$ cat config.mk
export PLATFORM = sky130hd
export DESIGN_NAME = instr_fetch_ctrl
export DESIGN_NICKNAME = d
export VERILOG_FILES = /design/src/rtl/instr_fetch_ctrl.sv
export SDC_FILE = /design/constraint.sdc
export NUM_CORES = 1
export LEC_CHECK = 0
export BUFFER_PORTS_ARGS = -buffer_cell sky130_fd_sc_hd__buf_2
export CORE_MARGIN = 1.5
export CORE_UTILIZATION = 33
export DETAILED_ROUTE_END_ITERATION = 8
export REMOVE_ABC_BUFFERS = 1
export SLEW_MARGIN = 15
export SYNTH_ARGS = -nofsm -noshare
export SYNTH_HDL_FRONTEND = slang
export SYNTH_SLANG_ARGS = --single-unit
$ cat constraint.sdc
create_clock -name clk -period 1.8 [get_ports clk]
set_input_delay 0 -clock clk [delete_from_list [all_inputs] [get_ports clk]]
set_output_delay 0 -clock clk [all_outputs]
set_load 0.03 [all_outputs]
$ cat src/rtl/instr_fetch_ctrl.sv
// instr_fetch_ctrl: fetch sequencer for a 256 x 32 asynchronous-read program
// memory. It owns the program counter and drives the memory address. Each
// returned word is registered into a one-entry fetch slot that is offered to
// decode. Taken branches and jumps redirect the pc, and fetching stops on the
// halt opcode 7'b1111111.
// Optional build macro: FETCH_PERF_CNT_EN adds the fetch_cnt and stall_cnt
// performance counters.
//
// Handshake: decode takes the slot at a rising edge when if_valid and
// if_ready are both high in the cycle before that edge. if_instr and if_pc
// hold steady while if_valid=1 and if_ready=0. A redirect drops the slot
// without an accept, even if if_ready=1.
module instr_fetch_ctrl #(
  parameter int ADD_WIDTH = 8,
  parameter int WIDTH     = 32,
  parameter logic [ADD_WIDTH-1:0] RESET_PC = '0
) (
  input  logic                 clk,
  input  logic                 rst_n,
  input  logic                 start,
  output logic [ADD_WIDTH-1:0] mem_add,
  input  logic [WIDTH-1:0]     mem_instr,
  output logic                 if_valid,
  output logic [WIDTH-1:0]     if_instr,
  output logic [ADD_WIDTH-1:0] if_pc,
  input  logic                 if_ready,
  input  logic                 redirect_valid,
  input  logic [ADD_WIDTH-1:0] redirect_pc,
  output logic                 busy,
  output logic                 halted,
`ifdef FETCH_PERF_CNT_EN
  output logic [15:0]          fetch_cnt,
  output logic [15:0]          stall_cnt,
`endif
  output logic [1:0]           fsm_state
);

  typedef enum logic [1:0] {
    IDLE      = 2'd0,
    RUN       = 2'd1,
    HALT_PEND = 2'd2,
    HALT      = 2'd3
  } state_t;

  localparam logic [ADD_WIDTH-1:0] PC_ONE   = 1;
  localparam logic [6:0]           HALT_OPC = 7'b1111111;

  state_t               state;
  logic [ADD_WIDTH-1:0] pc;
  logic                 slot_free;
  logic                 is_halt;
  logic                 fetch;

  assign mem_add   = pc;
  assign fsm_state = state;

  // Fetch decision: the slot can be reloaded when it is empty or is being
  // accepted this cycle. A redirect always wins over a fetch.
  always_comb begin
    slot_free = !if_valid || if_ready;
    is_halt   = (mem_instr[6:0] == HALT_OPC);
    fetch     = (state == RUN) && !redirect_valid && slot_free;
  end

  // Sequencer FSM: pc, fetch slot, and registered status outputs.
  always_ff @(posedge clk or negedge rst_n) begin
    if (!rst_n) begin
      state    <= IDLE;
      pc       <= RESET_PC;
      if_valid <= 1'b0;
      if_instr <= '0;
      if_pc    <= '0;
      busy     <= 1'b0;
      halted   <= 1'b0;
    end else begin
      case (state)
        IDLE: begin
          if (start) begin
            state <= RUN;
            pc    <= RESET_PC;
            busy  <= 1'b1;
          end
        end
        RUN: begin
          if (redirect_valid) begin
            pc       <= redirect_pc;
            if_valid <= 1'b0;
          end else if (fetch) begin
            if_instr <= mem_instr;
            if_pc    <= pc;
            if_valid <= 1'b1;
            // The pc stays on the halt word so that mem_add parks there.
            if (is_halt) state <= HALT_PEND;
            else         pc    <= pc + PC_ONE;
          end
        end
        HALT_PEND: begin
          if (redirect_valid) begin
            pc       <= redirect_pc;
            if_valid <= 1'b0;
            state    <= RUN;
          end else if (if_valid && if_ready) begin
            if_valid <= 1'b0;
            state    <= HALT;
            busy     <= 1'b0;
            halted   <= 1'b1;
          end
        end
        HALT: begin
          if (start) begin
            state  <= RUN;
            pc     <= RESET_PC;
            busy   <= 1'b1;
            halted <= 1'b0;
          end
        end
        default: state <= IDLE;
      endcase
    end
  end

`ifdef FETCH_PERF_CNT_EN
  logic start_accept;
  assign start_accept = start && ((state == IDLE) || (state == HALT));

  // Saturating performance counters. They clear when a new run starts.
  always_ff @(posedge clk or negedge rst_n) begin
    if (!rst_n) begin
      fetch_cnt <= '0;
      stall_cnt <= '0;
    end else if (start_accept) begin
      fetch_cnt <= '0;
      stall_cnt <= '0;
    end else begin
      if (fetch && (fetch_cnt != 16'hFFFF))
        fetch_cnt <= fetch_cnt + 16'd1;
      if (if_valid && !if_ready && (stall_cnt != 16'hFFFF))
        stall_cnt <= stall_cnt + 16'd1;
    end
  end
`endif

endmodule

==> metrics.md <==
| Metric | Value |
|---|---|
| Reg power frac | 0.332 |
| FP Rows | 31 |
| Top-count cell post-synth | dfrtp_1 |
| Routed WL | 5.79 mm |
| Fmax | 590 MHz |
| Async set-reset flop share out of synthesis | 1.00 |
| Data required, critical path | 1.99 ns |
| Top-area cell type share of the netlist area | 0.548 |
| Chip height | 88.6 um |
| Antenna Nets Post-Route | 0 |
| Vias in the first global route | 1832 |
| Fill cells | 652 |
| Peak VDD IR | 0.921 mV |
| Critical path peak fanout | 5 |
| Mean cell area of the mapped netlist | 13.1 um^2 |
| Leading area contributor after synthesis | dfrtp_1 |
| Fin crit share | 0.942 |
| Routability congestion estimate | 0.814 |
| TritonCTS Buffers | 5 |
| Worst-margin pin slew | 0.305 ns |
| CTS tree | done |
| Leak | 0.00173 uW |
| Clock root buffer | clkbuf_8 |
| Status | finished, final reports clean |
| Latest clock arrival within the worst-skew pair | 0.31 ns |
| Hold/Removal Path Class | input port to register |
| Crit path depth | 7 |
| Final setup fails | 0 |
| GRT Util Overall | 0.147 |
| Sw Ratio | 0.449 |
| CP max stage delay | 0.42 ns |
| Core Util, Final | 0.499 |
| Placed insts | 381 |
| Pwr Density | 1780 nW/um^2 |
| Vias | 1984 |
| Initial DRC Count | 67 |
| Detailed-route DRC error count | 0 |
| Max_cap viols | 0 |
| Crit Path Class | register to register |
| P_sw | 2870 uW |
| Pre-CTS setup slack | 0.0679 ns |
| Endpoint type of the worst setup path | register |
| Drt via density | 4.62 |
| Max transition margin | 0.797 |
| TritonRoute pass-1 iters | 4 |
| Min Tclk post-route | 1.70 ns |
| Die Wd | 88.6 um |
| Grt total ovfl | 0 |
| Diodes inserted | 0 |
| CP arrival | 1.89 ns |
| Largest net degree at the start of global routing | 54 |
| Crit start category | register |
| Synth top area cells | dfrtp_1 55%, mux2_2 20%, ha_1 2.6% |
| Combinational power share | 0.557 |
| Seq/Total Area, Yosys | 0.548 |
| DPL Wire Length | 3.71 mm |
| Hold path cells | 3 |
| Final #Nets | 379 |
| IO buf count | 97 |
| Clock Power Share | 0.111 |
| Initial antenna violation count | 0 |
| Mapped Cells | 185 |
| CP bufs+invs | 2 |
| Layout cells sized above 1 | 0.509 |
| Area grow syn2layout | 48.0% |
| Die footprint | 7860 um^2 |
| CTS Sinks | 53 |
| Synthesized area | 2420 um^2 |
| Hold WS | 0.0130 ns |
| Post-synth EDFFs | 0 |
| Most used DFF post-synth | dfrtp_1 |
| Ys Warns | 0 |
| CP max stage cell | dfrtp_1 |
| Core area | 7180 um^2 |
| Final non-filler cell total | 429 |
| Fin Setup TNS | 0 ns |
| CTS max path bufs | 2 |
| Clock-pin slew on the worst setup and hold paths | 0.10 ns |
| # IOs | 98 |
| Starting Density | 0.337 |
| Pint | 3520 uW |
| Seq cells post-synth | 53 |
| First-pass GRT wire length | 8.78 mm |
| Routed len/inst | 13.5 um |
| Max H-tree Level | 2 |
| Cell family with most CP delay | flip-flops |
| Fin. max-slew vios | 0 |
| R2R depth | 7 |
| Hold Fails Final Rpt | 0 |
| Skew final | 0.00831 ns |
| Synth unique cells | 39 |
| Most frequent cells after synthesis | 53 x dfrtp_1, 43 x mux2_2, 8 x inv_1 |
| PnR worst setup slack | 0.104 ns |
| Crit-path cells | inv_1 > ha_1 > nand2b_1 > nand2_2 > buf_4 > a211o_1 > o2bb2ai_1 |
## stage by stage
stage               cell area, um^2  power, uW
finish                         3580       6390
global route                   3580       6830
CTS                            3550       6380
detailed placement             3070       5580
global placement               3070       5520
floorplan                      2380       4530
## registers in the layout (all words and copies together) (netlist names)
signal	cells
halted	1
fsm_state	2
mem_add	8
busy	1
if_pc	8
if_valid	1
if_instr	32
## cells by family (layout without fill, tap and decap cells)
kind of cell / Yosys count / in the layout / synth area share
muxes: 47 / 47 / 0.221
adders and majority gates: 5 / 5 / 0.0259
xor gates and xnor gates: 1 / 1 / 0.00362
AOI/OAI and AO/OA: 33 / 33 / 0.0977
buffers and inverters: 15 / 160 / 0.0290
and+or+nand+nor: 31 / 31 / 0.0750
DFF: 53 / 53 / 0.548
## cells in the final DEF, fill, tap and decap left out, types with 4 or more instances in the layout
master and instances:
buf_2 97, dfrtp_1 53, mux2_2 42, dlygate4sd3_1 38
inv_1 8, a21oi_1 7, buf_4 7, nand2_1 6
clkbuf_8 6, o21ai_0 5, nor2_1 4, a211oi_1 4
o22ai_1 4, ha_1 4
## layout make-up
cell class,count,area (um^2),area share
Clock buffer,6,82.6,0.0231
Clock inverter,2,13.8,0.00384
Inverter,8,30.0,0.00838
Multi-Input combinational cell,117,1050,0.292
Sequential cell,53,1330,0.370
Tap cell,99,124,0.0346
Timing Repair Buffer,144,958,0.268
## worst min-delay path, cell delays in order
cell and delay, ns:
buf_2 0.09, a21oi_1 0.05, o22ai_1 0.12
## path summary, 6_finish.rpt
| path | start | end | slack (ns) |
|---|---|---|---|
| max | fsm_state[0] | mem_add[2] | 0.10 |
| min | redirect_pc[3] | mem_add[3] | 0.01 |
| max reg2reg | fsm_state[0] | mem_add[2] | 0.10 |
| min reg2reg | if_instr[12] | if_instr[12] | 0.51 |
| max in group asynchronous | rst_n | mem_add[0] | 1.34 |
| min in group asynchronous | rst_n | busy | 0.20 |
## power groups by stage
stage / Clock [uW] / Combinational [uW] / Sequential, uW
finish: 709 / 3560 / 2120
global route: 778 / 3840 / 2210
CTS: 749 / 3510 / 2110
detailed placement: 0 / 3440 / 2140
global placement: 0 / 3410 / 2110
floorplan: 0 / 1300 / 3220
## routing by layer
metal	vias to the layer above	GRT usage	wire length (um)
li1	951	-	-
met1	958	0.188	2560
met2	69	0.249	2840
met3	6	0.0373	329
met4	0	0.0398	55
met5	-	0	0
## repair_timing
item / 4_1_cts / 5_1_grt
setup buffers: 0 / 2
setup endpoints to repair: 0 / 9
resized for setup: 0 / 4
hold endpoints to repair: 91 / 0
hold buffers: 38 / 0
(Power assumes the default switching activity.)
